`src/rtl/inst_rom_arbiter.sv`:
```
// Two-port arbiter for the single-read-port instruction ROM (IF fetch = port 0, aux = port 1).
// Optional macro INST_ARB_ROUND_ROBIN_EN selects round-robin base policy; default is fixed priority to port 0.
module inst_rom_arbiter #(
  parameter int ADDR_W   = 32,
  parameter int DATA_W   = 32,
  parameter int MAX_WAIT = 4
) (
  input  logic              clk,
  input  logic              rst,
  input  logic              p0_req,
  input  logic [ADDR_W-1:0] p0_addr,
  output logic              p0_gnt,
  output logic              p0_rvalid,
  output logic [DATA_W-1:0] p0_rdata,
  input  logic              p1_req,
  input  logic [ADDR_W-1:0] p1_addr,
  output logic              p1_gnt,
  output logic              p1_rvalid,
  output logic [DATA_W-1:0] p1_rdata,
  output logic              rom_ce,
  output logic [ADDR_W-1:0] rom_addr,
  input  logic [DATA_W-1:0] rom_inst,
  output logic              stall_if,
  output logic [8:0]        dbg_state
);

  // Handshake: a port holds req with a stable addr until gnt (same-cycle, combinational);
  // the ROM word for that grant is returned as a one-cycle rvalid pulse on the next cycle.

  localparam logic [3:0] WAIT_LIM = 4'(MAX_WAIT);

  logic [3:0]        wait0, wait1;
  logic              last;
  logic              rvalid0_q, rvalid1_q;
  logic [DATA_W-1:0] rdata0_q, rdata1_q;
  logic              promo0, promo1;
  logic              pick1;

  // pick1 only matters when both ports request in the same cycle.
  always_comb begin
    promo0 = (wait0 >= WAIT_LIM);
    promo1 = (wait1 >= WAIT_LIM);
    pick1  = 1'b0;
    if (promo1 && !promo0) begin
      pick1 = 1'b1;
    end else if (promo0) begin
      pick1 = 1'b0;
    end else begin
`ifdef INST_ARB_ROUND_ROBIN_EN
      pick1 = ~last;
`else
      pick1 = 1'b0;
`endif
    end
  end

  assign p0_gnt   = ~rst & p0_req & (~p1_req | ~pick1);
  assign p1_gnt   = ~rst & p1_req & (~p0_req |  pick1);
  assign rom_ce   = p0_gnt | p1_gnt;
  assign rom_addr = p0_gnt ? p0_addr : (p1_gnt ? p1_addr : '0);
  assign stall_if = p0_req & ~p0_gnt;

  // A response pending during reset is discarded immediately, not one edge later.
  assign p0_rvalid = rvalid0_q & ~rst;
  assign p1_rvalid = rvalid1_q & ~rst;
  assign p0_rdata  = rst ? '0 : rdata0_q;
  assign p1_rdata  = rst ? '0 : rdata1_q;

  assign dbg_state = {last, wait1, wait0};

  always_ff @(posedge clk) begin
    if (rst) begin
      wait0     <= 4'd0;
      wait1     <= 4'd0;
      last      <= 1'b1;
      rvalid0_q <= 1'b0;
      rvalid1_q <= 1'b0;
      rdata0_q  <= '0;
      rdata1_q  <= '0;
    end else begin
      rvalid0_q <= p0_gnt;
      rvalid1_q <= p1_gnt;
      if (p0_gnt) rdata0_q <= rom_inst;
      if (p1_gnt) rdata1_q <= rom_inst;

      if (p0_req && !p0_gnt) wait0 <= (wait0 == 4'hF) ? wait0 : wait0 + 4'd1;
      else                   wait0 <= 4'd0;
      if (p1_req && !p1_gnt) wait1 <= (wait1 == 4'hF) ? wait1 : wait1 + 4'd1;
      else                   wait1 <= 4'd0;

      if (p0_gnt)      last <= 1'b0;
      else if (p1_gnt) last <= 1'b1;
    end
  end

endmodule

```
`config.mk`:
```
export PLATFORM = sky130hd
export DESIGN_NAME = inst_rom_arbiter
export DESIGN_NICKNAME = d
export VERILOG_FILES = /design/src/rtl/inst_rom_arbiter.sv
export SDC_FILE = /design/constraint.sdc
export NUM_CORES = 1
export LEC_CHECK = 0
export CAP_MARGIN = 10
export CORE_AREA = 2 2 104 106
export DETAILED_ROUTE_END_ITERATION = 6
export DIE_AREA = 0 0 106 108
export GPL_TIMING_DRIVEN = 0
export PLACE_DENSITY = 0.83
export SETUP_SLACK_MARGIN = 0.5
export SLEW_MARGIN = 10
export SYNTH_ARGS = -nofsm -noshare
export SYNTH_HDL_FRONTEND = slang
export SYNTH_SLANG_ARGS = --single-unit
```
`constraint.sdc`:
```
create_clock -name clk -period 1.45 [get_ports clk]
set_input_delay 0.29 -clock clk [delete_from_list [all_inputs] [get_ports clk]]
set_output_delay 0.29 -clock clk [all_outputs]
set_load 0.1 [all_outputs]
```
After elaboration in Yosys (flattened, before gate mapping). Cells that the tools add are included.

Output and inout port bits: 111. Input bits: 100. Logic and storage cells: 46. Register bits after elaboration: 75.

Muxes and demuxes: 7. Magnitude comparators: 2. Reductions and logical operators: 9. Bitwise logic cells: 17. Equal/unequal tests: 2. Add/sub/neg operators: 2.

Operators with widths (count): 32-bit 2-to-1 mux (4); 4-bit by 1-bit adder with 4-bit output (second input constant) (2); 4-bit == test (second input constant) (2); 4-bit by 3-bit >= comparator with 1-bit output (second input constant) (2); 1-bit bitwise AND (7); 1-bit inverter (7); 2-bit OR reduction (2); 1-bit logical AND (3); 1-bit logical NOT (3); 1-bit 2-to-1 mux (3); 1-bit bitwise OR (3); 2-bit nonzero test (1).

Logic depth before layout (Yosys ltp).
Word-level depth: 11. Mapped depth: 6. Depth with buffers taken out: 4.

Worst setup path before layout. OpenSTA, ideal clock, no wires.

Path type: register to output. From: reg wait1[2]. To: out stall_if. Stages on the path, launching flop included: 4. Data required time: 1160 ps. Data arrival time: 3577 ps. Path slack: -2417 ps. Path buffers: 0. Path through: dfxtp_1 -> or2_4 -> nand3_4 -> a21boi_0.

Longest elaborated chain between the ends: 8.

Ends and longest elaborated chain: from (decl) (RTL line 32) `logic [3:0] wait0, wait1;`; from (signal assigned) (RTL line 88) `if (p1_req && !p1_gnt) wait1 <= (wait1 == 4'hF) ? wait1 : wait1 + 4'd1;`; 4-bit by 3-bit >= comparator with 1-bit output (RTL line 42) `promo1 = (wait1 >= WAIT_LIM);`; 1-bit logical AND (RTL line 44) `if (promo1 && !promo0) begin`; 1-bit 2-to-1 mux (RTL line 44); 1-bit inverter (RTL line 57) `assign p0_gnt = ~rst & p0_req & (~p1_req | ~pick1);`; 1-bit bitwise OR (RTL line 57); 1-bit bitwise AND (RTL line 57); 1-bit inverter (RTL line 61) `assign stall_if = p0_req & ~p0_gnt;`; 1-bit bitwise AND (RTL line 61); to (decl) (RTL line 23) `output logic stall_if,`.

Every way passes these cells.

Worst setup path after layout.
From: reg wait1[3]. To: out rom_addr[22].

Longest elaborated chain between the ends: 7. Elaborated cells between the ends (all ways): 10. Classes of those cells: order compare (1); mux (3); bitwise (5); reduce/logical (1).

Ends and longest elaborated chain: 4-bit by 3-bit >= comparator with 1-bit output (*) (RTL line 42); 1-bit logical AND (*) (RTL line 44); 1-bit 2-to-1 mux (*) (RTL line 44); 1-bit bitwise OR or 1-bit inverter (tied branches) (RTL line 58, 57); 1-bit bitwise AND or 1-bit bitwise OR (tied branches) (RTL line 58, 57); 32-bit 2-to-1 mux or 1-bit bitwise AND (tied branches) (RTL line 60, 57); 32-bit 2-to-1 mux (*) (RTL line 60) `assign rom_addr = p0_gnt ? p0_addr : (p1_gnt ? p1_addr : '0);`; to (decl) (RTL line 21) `output logic [ADDR_W-1:0] rom_addr,`.

Mark *: on every way between the ends. The rest lies on a longest branch, timed or not.

==> impl_metrics.toml <==
[floorplan]
die_y_um = 108
die-area_um2 = 11450
die_x_um = 106
core_area_um2 = 10230
ios = 211
start_util_pct = 33.45
rows = 37

[cells_and_area]
areaGrowthSynthToFinish_pct = 166.5
nFillCells = 331
finish.instance_area_um2 = 9119
final_common_cell = "buf_12"
nets = 687
fin_cells = 726
drive_gt1_share_pct = 74.24
final_cell_mix = "126 x buf_12, 96 x clkdlybuf4s50_1, 64 x nor2b_4"
antennaDiodeCount = 0

[power_and_ir_drop]
power_leakage_nw = 3.778
intPower_mw = 4.661
power_frac_comb_pct = 42.1
pwr-share-seq_pct = 30.9
pwr-share-clk_pct = 27.0
p_sw_mw = 2.592
power.total_mw = 7.253
power_density_nw_per_um2 = 795.4
peakVddDrop_mv = 0.6209
switching_share_pct = 35.74

[yosys]
yosysWarnings = 0
syn-num-nets = 400
synth_seq_area_share_pct = 43.88
synth-seq-cells = 75
syn_inst = 298
syn_area_per_cell_um2 = 11.48
syn_area_um2 = 3422
ys.flop_type = "dfxtp_1"
ys_async_sr_fraction_pct = 0
synth-edff-count = 0
yosysUniqueCellTypes = 31

[sta]
timing.final.ws_setup_ps = -724.1
hold_viol = 0
max_freq_mhz = 460.0
slew_viol_final = 0
tns_ps = -46330
finalClockSkew_ps = 18.75
setup_viol = 104
min_period_ps = 2174
fin_crit_sh_pct = 149.9
rsz0062_at_grt = "yes"

[job]
maxCapViolCount = 0

[setup_path]
cp.depth = 7
r2r_cells = 9
crit_type = "reg2out"
reg2reg_slack_ps = -460
path_delay_family = "buffers and inverters"
end_kind = "output pin"
crit_fanout = 10
r2r-end = "rdata1_q[21]$_SDFFE_PP0N_"
cp_common_cell = "buf_12"
cp_cell_sequence = "or2_4 > nand2_4 > a21oi_4 > buf_12 > buf_12 > a22o_4 > buf_12"
required_ps = 1160
cp_num_buf_inv = 3
critical_path.startpoint = "wait1[3]$_SDFFE_PP0P_"
start_kind = "flop"
cp_slowest_cell = "dfxtp_4"
arrival_ps = 1880
endpoint = "rom_addr[22]"
cpPeakStageDelay_ps = 370
rr_startpoint = "wait0[3]$_SDFFE_PP0P_"

[drt]
dr_total_vias = 3662
dr.pass1.iters = 4
drt-total-wl_um = 18410
ant_nets = 0
wl_per_cell_um = 25.36
drt_iter0_markers = 148
post-route-drc-count = 0
avgViaCountPerCell = 5.044

[global_routing]
antenna_found_initial = 0
grt_pass1_vias = 4077
grtUsageTotal_pct = 27.96
grt_pass1_wl_um = 23920
grt_overflow = 0
grt_max_degree = 14

[clocking]
clock_path_buffers = 2
worst_skew_pair.late_latency_ps = 360
htree_levels = 3
clk_pin_slew_ps = 70
cts_made_buffers = 9
cts_root_buf = "clkbuf_8"
clkSinkCount = 75
cts_tree = "built"

[placed_design]
numPortBuffers = 210
dp_hpwl_um = 8973
placed_cells = 644
gp_congestion = 0.8008
placed_area_um2 = 6754
pre_cts_ws_ps = -2140

[run_status]
status = "finished, violations left"
violations = "negative setup slack"

[hold_path]
worstHoldPathType = "in2reg"
-- how the worst min path moves through the flow --
stage | from | to | slack, ps | depth (start not counted)
after CTS | p0_req | rvalid1_q$_SDFF_PP0_ | 340 | 2
final | p0_req | rvalid1_q$_SDFF_PP0_ | 370 | 2
after global routing | p0_req | rvalid1_q$_SDFF_PP0_ | 370 | 2
after global placement | last$_SDFFE_PP1P_ | last$_SDFFE_PP1P_ | 470 | 2
after detailed placement | last$_SDFFE_PP1P_ | last$_SDFFE_PP1P_ | 480 | 2
after floorplan | p0_req | rvalid1_q$_SDFF_PP0_ | 390 | 1
-- metrics by stage --
| stage | hold WS, ps | util (%) |
|---|---|---|
| 6_report | 368.6 | 89.13 |
| 5_1_grt | 371.6 | 89.13 |
| 4_1_cts | 337.6 | 85.61 |
| 3_5_place_dp | 478.4 | 66.01 |
| 3_3_place_gp | 466.3 | 66.01 |
| 2_1_floorplan | 385.9 | - |
-- layout make-up --
cell class / instances / area [um2] / share of cell area (%)
timing repair buffer: 276 / 4028 / 44.17
sequential: 75 / 1572 / 17.23
tap: 136 / 170.2 / 1.866
clock inverter: 5 / 82.58 / 0.9056
clock buffer: 11 / 151.4 / 1.660
buffer: 22 / 451.7 / 4.953
inverter: 2 / 11.26 / 0.1235
multi-input combinational: 199 / 2653 / 29.09
-- logic make-up after synthesis --
logic type               Yosys count  synth area share, %
AND/OR/NAND/NOR                   90                16.42
flip-flops                        75                43.88
multiplexers                      66                24.17
AO/OA/AOI/OAI                     38                9.360
buffers and inverters             24                4.826
adder cells (fa/ha/maj)            2               0.7311
XOR/XNOR                           2               0.5120
other                              1               0.1096
-- worst register-to-register path: stages (launching register included) --
cell and delay, ps:
dfxtp_4 370, nor2_4 170, nand2_4 90, a21oi_4 200
buf_12 200, buf_4 140, buf_8 110, buf_12 100
buf_16 120, mux2_4 300
-- routing by layer --
layer  vias to the layer above  track usage, %  wire [um]
met5                         -               0          0
met4                         0           10.06        509
met3                        38           8.137       1094
met2                       188           55.99      10480
met1                      1822           26.98       6329
li1                       1614               -          -
-- registers in the layout (all words and copies together), names as in the netlist --
register and count:
wait0 4, rvalid1_q 1, last 1, wait1 4, rdata0_q 32, rdata1_q 32, rvalid0_q 1
-- synth_stat cells, types with 2 or more instances --
cell      count  area (um2)
a22o_1       32       280.3
and2b_1       3       22.52
buf_2         5       25.02
buf_4         6       45.04
buf_6         4       45.04
clkbuf_1      6       22.52
dfxtp_1      75        1501
ha_1          2       25.02
inv_1         2       7.510
mux2_2       41       461.7
mux2_4       23       345.3
mux2i_1       2       20.02
nand2_1       4       15.01
nand3_1       4       20.02
nor2b_1      64       400.4
nor3_1        8       40.04
o21ai_0       2       10.01
xnor2_1       2       17.52
-- power groups by stage --
| stage | registers, mW | logic (mW) | clock network (mW) |
|---|---|---|---|
| after global routing | 2.25 | 3.11 | 2.02 |
| after detailed placement | 2.26 | 2.35 | 0 |
| after CTS | 2.21 | 2.91 | 1.91 |
| final | 2.24 | 3.05 | 1.96 |
| after floorplan | 2.27 | 1.69 | 0 |
| after global placement | 2.25 | 2.33 | 0 |
-- timing repair --
item                                    4_1_cts  5_1_grt
endpoints found under the hold margin         0        0
resized for setup                          1068       48
hold buffers                                  0        0
pin swaps                                    10        4
endpoints found under the setup margin      185      184
buffers inserted                             31       25
cloned                                        8        2
(Power assumes the default switching activity.)
